## src/rtl/serial_subtractor.sv

```systemverilog
// Bit-serial subtractor: diff = a - b - borrow_in, one bit per clock, LSB first.
// Start/busy/done handshake; the borrow is carried in a register between bits.
// Optional macro SERIAL_SUBTRACTOR_ABS_EN adds a FIX cycle that turns a negative
// result into its magnitude (borrow_out still flags the sign).
module serial_subtractor #(
  parameter int unsigned WIDTH = 8,
  parameter int unsigned CNT_W = $clog2(WIDTH + 1)
) (
  input  logic             clk,
  input  logic             rst_n,
  input  logic             start,
  input  logic [WIDTH-1:0] a,
  input  logic [WIDTH-1:0] b,
  input  logic             borrow_in,
  output logic             busy,
  output logic             done,
  output logic [WIDTH-1:0] diff,
  output logic             borrow_out,
  output logic             zero
);

  localparam logic [CNT_W-1:0] LastCnt = CNT_W'(WIDTH - 1);
  localparam logic [WIDTH-1:0] One     = WIDTH'(1);

  typedef enum logic [1:0] {StIdle, StBusy, StDone, StFix} state_e;

  state_e           state_q, state_d;
  logic [WIDTH-1:0] a_q, a_d;
  logic [WIDTH-1:0] b_q, b_d;
  logic             br_q, br_d;
  logic [CNT_W-1:0] cnt_q, cnt_d;
  logic [WIDTH-1:0] diff_q, diff_d;
  logic             bo_q, bo_d;
  logic             zero_q, zero_d;

  logic             d_bit;
  logic             br_new;
  logic             last_bit;
  logic [WIDTH-1:0] diff_shift;
  logic [WIDTH-1:0] diff_neg;

  // One full-subtract stage on the current LSB of the operand shift registers
  always_comb begin
    d_bit      = a_q[0] ^ b_q[0] ^ br_q;
    br_new     = (~a_q[0] & b_q[0]) | (~(a_q[0] ^ b_q[0]) & br_q);
    last_bit   = (cnt_q == LastCnt);
    diff_shift = diff_q >> 1;
    diff_shift[WIDTH-1] = d_bit;
    diff_neg   = ~diff_q + One;
  end

  // State register; synchronous reset clears all state and aborts any operation
  always_ff @(posedge clk) begin
    if (!rst_n) begin
      state_q <= StIdle;
      a_q     <= '0;
      b_q     <= '0;
      br_q    <= 1'b0;
      cnt_q   <= '0;
      diff_q  <= '0;
      bo_q    <= 1'b0;
      zero_q  <= 1'b0;
    end else begin
      state_q <= state_d;
      a_q     <= a_d;
      b_q     <= b_d;
      br_q    <= br_d;
      cnt_q   <= cnt_d;
      diff_q  <= diff_d;
      bo_q    <= bo_d;
      zero_q  <= zero_d;
    end
  end

  // Next-state logic
  always_comb begin
    state_d = state_q;
    unique case (state_q)
      StIdle: if (start) state_d = StBusy;
      StBusy: begin
        if (last_bit) begin
`ifdef SERIAL_SUBTRACTOR_ABS_EN
          state_d = br_new ? StFix : StDone;
`else
          state_d = StDone;
`endif
        end
      end
      StFix:  state_d = StDone;
      StDone: state_d = StIdle;
      default: state_d = StIdle;
    endcase
  end

  // Datapath next-state: operand capture, bit-serial shift, result flags
  always_comb begin
    a_d    = a_q;
    b_d    = b_q;
    br_d   = br_q;
    cnt_d  = cnt_q;
    diff_d = diff_q;
    bo_d   = bo_q;
    zero_d = zero_q;
    unique case (state_q)
      StIdle: begin
        if (start) begin
          a_d   = a;
          b_d   = b;
          br_d  = borrow_in;
          cnt_d = '0;
        end
      end
      StBusy: begin
        a_d    = a_q >> 1;
        b_d    = b_q >> 1;
        br_d   = br_new;
        diff_d = diff_shift;
        cnt_d  = cnt_q + 1'b1;
        if (last_bit) begin
          bo_d   = br_new;
          zero_d = (diff_shift == '0);
        end
      end
`ifdef SERIAL_SUBTRACTOR_ABS_EN
      StFix: begin
        // Two's-complement negate to report the magnitude
        diff_d = diff_neg;
        zero_d = (diff_neg == '0);
      end
`else
      StFix: ;
`endif
      StDone: ;
      default: ;
    endcase
  end

  // Outputs decoded from state; results come straight from their registers
  always_comb begin
    busy       = (state_q == StBusy) || (state_q == StFix);
    done       = (state_q == StDone);
    diff       = diff_q;
    borrow_out = bo_q;
    zero       = zero_q;
  end

`ifndef SERIAL_SUBTRACTOR_ABS_EN
  logic unused_neg;
  assign unused_neg = ^diff_neg;
`endif

endmodule
```

## config.mk

```make
export PLATFORM = sky130hd
export DESIGN_NAME = serial_subtractor
export DESIGN_NICKNAME = d
export VERILOG_FILES = /design/src/rtl/serial_subtractor.sv
export SDC_FILE = /design/constraint.sdc
export NUM_CORES = 1
export LEC_CHECK = 0
export CAP_MARGIN = 20
export CORE_MARGIN = 2
export CORE_UTILIZATION = 50
export DETAILED_ROUTE_END_ITERATION = 10
export PLACE_DENSITY_LB_ADDON = 0.2
export SETUP_SLACK_MARGIN = 0.3
export SLEW_MARGIN = 20
export SYNTH_ARGS = -nofsm -noshare
export SYNTH_HDL_FRONTEND = slang
export SYNTH_SLANG_ARGS = --single-unit
```

## constraint.sdc

```tcl
create_clock -name clk -period 1.5 [get_ports clk]
set_clock_uncertainty 0.1 [all_clocks]
set_input_delay 0.3 -clock clk [delete_from_list [all_inputs] [get_ports clk]]
set_output_delay 0.3 -clock clk [all_outputs]
set_load 0.01 [all_outputs]
```

**Word level (Yosys, flattened, before mapping)**

Index checks and enable logic that the tools add are counted.

- Add/sub/neg operators: 1
- $mul: 0
- Div/mod/pow operators: 0
- $lt $le $gt $ge: 0
- Equal/unequal tests: 6
- Shifts and indexed selects: 0
- Multiplexer cells: 11
- Bitwise gates (word level): 7
- Reduce and logical (&&, ||, !) cells: 7

Operators with widths:

| cell | number |
|---|---|
| one-hot mux 8 bit (2 select lines) | 2 |
| two-way mux 8 bit | 2 |
| logical NOT 8 bit | 1 |
| one-hot mux 2 bit (4 select lines) | 1 |
| one-hot mux 4 bit (2 select lines) | 1 |
| AND reduction 2 bit | 3 |
| adder 4 x 1 -> 4 bit (second input constant) | 1 |
| == test 2 bit (second input constant) | 2 |
| == test 4 x 3 -> 1 bit (second input constant) | 1 |
| two-way mux 2 bit | 2 |
| two-way mux 4 bit | 1 |
| inequality test 2 bit (second input constant) | 2 |
| bitwise AND 1 bit | 2 |
| == test 2 x 1 -> 1 bit (second input constant) | 1 |
| logical NOT 2 bit | 1 |
| inverter 1 bit | 2 |
| one-hot mux 1 bit (2 select lines) | 1 |
| nonzero test 2 bit | 1 |
| bitwise XOR 1 bit | 2 |
| logical OR 1 bit | 1 |
| two-way mux 1 bit | 1 |
| bitwise OR 1 bit | 1 |

- Register bits after elaboration: 33
- Latch bits: 0
- Memory bits (writable): 0
- ROM bits: 0
- Input port bits: 20
- Output and inout port bits: 12
- Word-level logic and storage cells: 40
- Memories kept: 0

**Logic depth before layout (Yosys ltp)**

- Depth after elaboration: 5
- Depth in mapped cells: 5
- Depth with buffers taken out: 4

**Worst setup path after synthesis**

OpenSTA, ideal clock, no wires.

- Path kind: flip-flop to output port
- Start: register state_q[1]
- End: output done
- Arrival time: 0.886 ns
- Data required time: 1.100 ns
- Slack: 0.214 ns
- Cell stages (with the launch flop): 5
- Path buffers: 2
- Cell sequence: dfxtp_1 -> buf_4 -> inv_1 -> buf_6 -> nor2_1

- Cells in the longest elaborated chain, start to end: 1

Ends and longest elaborated chain:

| item | RTL line | text |
|---|---|---|
| from (decl) | 27 | `state_e state_q, state_d;` |
| from (signal assigned) | 55 | `state_q <= StIdle;` |
| from (signal assigned) | 64 | `state_q <= state_d;` |
| == test 2 bit | 141 | `done = (state_q == StDone);` |
| to (decl) | 16 | `output logic done,` |

Every way passes these cells.

**Final worst setup path**

- Start: register br_q
- End: register diff_q[7], in the netlist diff[7]

- Cells in the longest elaborated chain, start to end: 1

Ends and longest elaborated chain:

| item | RTL line | text |
|---|---|---|
| from (decl) | 30 | `logic br_q, br_d;` |
| from (signal assigned) | 67 | `br_q <= br_d;` |
| bitwise XOR 1 bit | 44 | `d_bit = a_q[0] ^ b_q[0] ^ br_q;` |
| named net d_bit | 36 | `logic d_bit;` |
| to (signal assigned) | 69 | `diff_q <= diff_d;` |
| to (decl) | 32 | `logic [WIDTH-1:0] diff_q, diff_d;` |

The timed path passes the listed nets, and every way through them passes these cells.
A chain may end at the register's enable or synchronous reset.

==> flow_summary.yaml <==
worst_setup_path:
  cp_data_arrival_time_ps: 1600
  crit_buf_inv: 1
  crit_chain: "inv_2 -> fa_2 -> nand2_1 -> a21oi_2"
  critPathKind: "reg2reg"
  cpPeakStageDelay_ps: 560
  cp_max_fo: 2
  worst_setup_path_start_kind: "flip-flop"
  worstSetupEndpointType: "flip-flop"
  required_ps: 1690
  cpLargestDelayFamily: "adder cells"
  slowest_stage: "fa_2"
synth:
  async_flop_share_pct: 0
  synth_edf_count: 0
  synth_top_area_share_pct: 42.4
  ys_ff_latch: 33
  netlist_top_cells_count: "dfxtp_1 (33), a21oi_1 (23), nand2_1 (20)"
  synth.area.top_cells: "dfxtp_1 (42%), a21oi_1 (7.4%), o221ai_1 (7.3%)"
  yosysWarnings: 0
  synth_ff_type: "dfxtp_1"
  synth_area_per_cell_sq_um: 8.84
  synth_top_cell_by_area: "dfxtp_1"
  synthCells: 176
  synth_xor_area_share_pct: 0
  synth_most_common_cell: "dfxtp_1"
  synth_cell_types: 36
  synth_nets: 198
  muxShareOfSynthArea_pct: 1.29
  synthSimpleGateAreaFrac_pct: 19.4
  yosysSeqAreaShare_pct: 42.4
  synth-compound-area-share_pct: 27.3
  synthesis.area_sq_um: 1560
  synthAdderAreaFrac_pct: 2.09
  synth_top_family_by_area: "compound AO/OA/AOI/OAI gates"
global_route:
  grt_max_degree: 17
  grt_pass1_vias: 1465
  overflow: 0
  antenna_found_initial: 0
  grt_pass1_wl_um: 6780
  grt_usage_pct: 25.7
clocking:
  clkSinkCount: 33
  clk_path_buf_depth: 2
  cts_tree: "yes"
  worstSkewPairLatency_ps: 360
  htreeDepth: 2
  cts-buffers-inserted: 5
  clk_pin_slew_ps: 120
  cts_root_buf: "clkbuf_4"
power_and_ir_drop:
  ir_drop_mv: 0.641
  p_per_area_nw_per_um2: 773
  p_switching_mw: 0.586
  cellLeakagePower_nw: 0.976
  p_comb_share_pct: 22.2
  p_total_mw: 1.97
  internal-power_mw: 1.38
  sw_frac_of_total_pct: 29.8
  clkPwrFrac_pct: 27.6
  p_seq_share_pct: 50.1
timing:
  worst_slew_pin_slew_ps: 503
  setup_viol_count_final: 0
  rsz0062_at_grt: "true"
  tns_ps: 0
  drv_slew: 0
  slew_headroom_pct: 66.1
  period_share_pct: 94.2
  fmax_mhz: 708
  hold_violations: 0
  layout_min_cycle_time_ps: 1410
place:
  io_buffers: 31
  gp_congestion: 0.847
  dpl_cell_area_sq_um: 1980
  place_inst: 240
  dp_hpwl_um: 2560
die:
  rows: 20
  core_sq_um: 3000
  pin_count: 32
  initial_core_util_pct: 51.8
  dieArea_sq_um: 3580
  die_h_um: 59.8
  chipWidth_um: 59.8
outcome:
  outcome: "completed"
route:
  first_pass_iters: 7
  wl_per_cell_um: 20.1
  postRouteAntennaNets: 0
  num_vias: 1676
  drt-initial-drc-count: 177
  finalWirelength_um: 5320
  drc_errors: 0
  routed_via_density: 6.32
layout:
  stdcell_area_sq_um: 2540
  final_cell_count_no_fill: 265
  area_delta_synth_final_pct: 63.3
  num_antenna_cells: 0
  nets: 254
  drive_gt1_share_pct: 45.3
  finish.utilization_pct: 84.7
job:
  drv_cap: 0
min_path:
  worstHoldPathType: "reg2reg"
==> per-stage QoR <==
stage | setup WS [ps] | hold slack, ps
after CTS | 131 | 360
after detailed placement | -225 | 353
final | 86.7 | 382
after floorplan | 262 | 342
after global routing | 4.54 | 401
after global placement | -196 | 346
==> power by group through the flow <==
stage | Clock [mW] | Combinational, mW | Sequential [mW]
detailed placement | 0 | 0.296 | 0.985
finish | 0.543 | 0.437 | 0.986
floorplan | 0 | 0.171 | 0.975
CTS | 0.527 | 0.351 | 0.969
global route | 0.574 | 0.459 | 0.991
global placement | 0 | 0.285 | 0.982
==> routing by layer <==
layer / global-route usage [%] / wire (um)
met1: 31.5 / 2060
met2: 41.9 / 2680
met3: 7.14 / 373
met4: 10.8 / 208
met5: 0 / 0
==> cell usage in the layout, fill, tap and decap left out, types with 4 or more instances in the layout <==
cell,n
buf_4,21
a21oi_2,8
buf_12,5
buf_6,14
inv_1,4
o21ai_1,12
a21oi_1,15
o221ai_2,6
clkdlybuf4s50_1,17
o221ai_4,4
dfxtp_1,17
nand2_1,18
clkbuf_4,5
or3b_1,13
dfxtp_2,13
nor2_1,5
==> area by class of cell <==
cell class	instances	area, sq um
timing repair buffer	64	724
sequential	33	688
inverter	8	32.5
tap	33	41.3
multi-input combinational	120	1000
fill	155	460
clock buffer	7	55.1
==> worst reg2reg max path, delay by kind of cell (launching register included) <==
kind / cells / cell delay (ps)
adders and majority gates: 1 / 560
DFF: 1 / 370
AOI/OAI and AO/OA: 1 / 160
and+or+nand+nor: 1 / 100
buffers and inverters: 1 / 50
==> cell families after synthesis <==
| logic type | Yosys count |
|---|---|
| AO/OA/AOI/OAI | 64 |
| AND/OR/NAND/NOR | 52 |
| flip-flops | 33 |
| buffers and inverters | 23 |
| multiplexers | 2 |
| adder cells (fa/ha/maj) | 2 |
==> repair_timing <==
item / 4_1_cts / 5_1_grt
gates resized for setup: 102 / 37
pin swaps: 19 / 29
endpoints found under the hold margin: 0 / 0
buffers inserted: 8 / 6
cloned: 2 / 2
hold buffers: 0 / 0
endpoints found under the setup margin: 45 / 45
==> registers in the layout, indices dropped and copies added (netlist names) <==
name	count
a_q	8
b_q	8
borrow_out	1
br_q	1
cnt_q	4
diff	8
state_q	2
zero	1
==> final timing paths <==
path                                         from              endpoint  slack, ps  cells after the start
worst max-delay path            br_q$_SDFFE_PN0P_  diff[7]$_SDFFE_PN0P_         90                      4
worst min-delay path            zero$_SDFFE_PN0P_     zero$_SDFFE_PN0P_        380                      2
worst max register to register  br_q$_SDFFE_PN0P_  diff[7]$_SDFFE_PN0P_         90                      4
worst min register to register  zero$_SDFFE_PN0P_     zero$_SDFFE_PN0P_        380                      2
No activity file was read; power rests on OpenSTA's default activity.
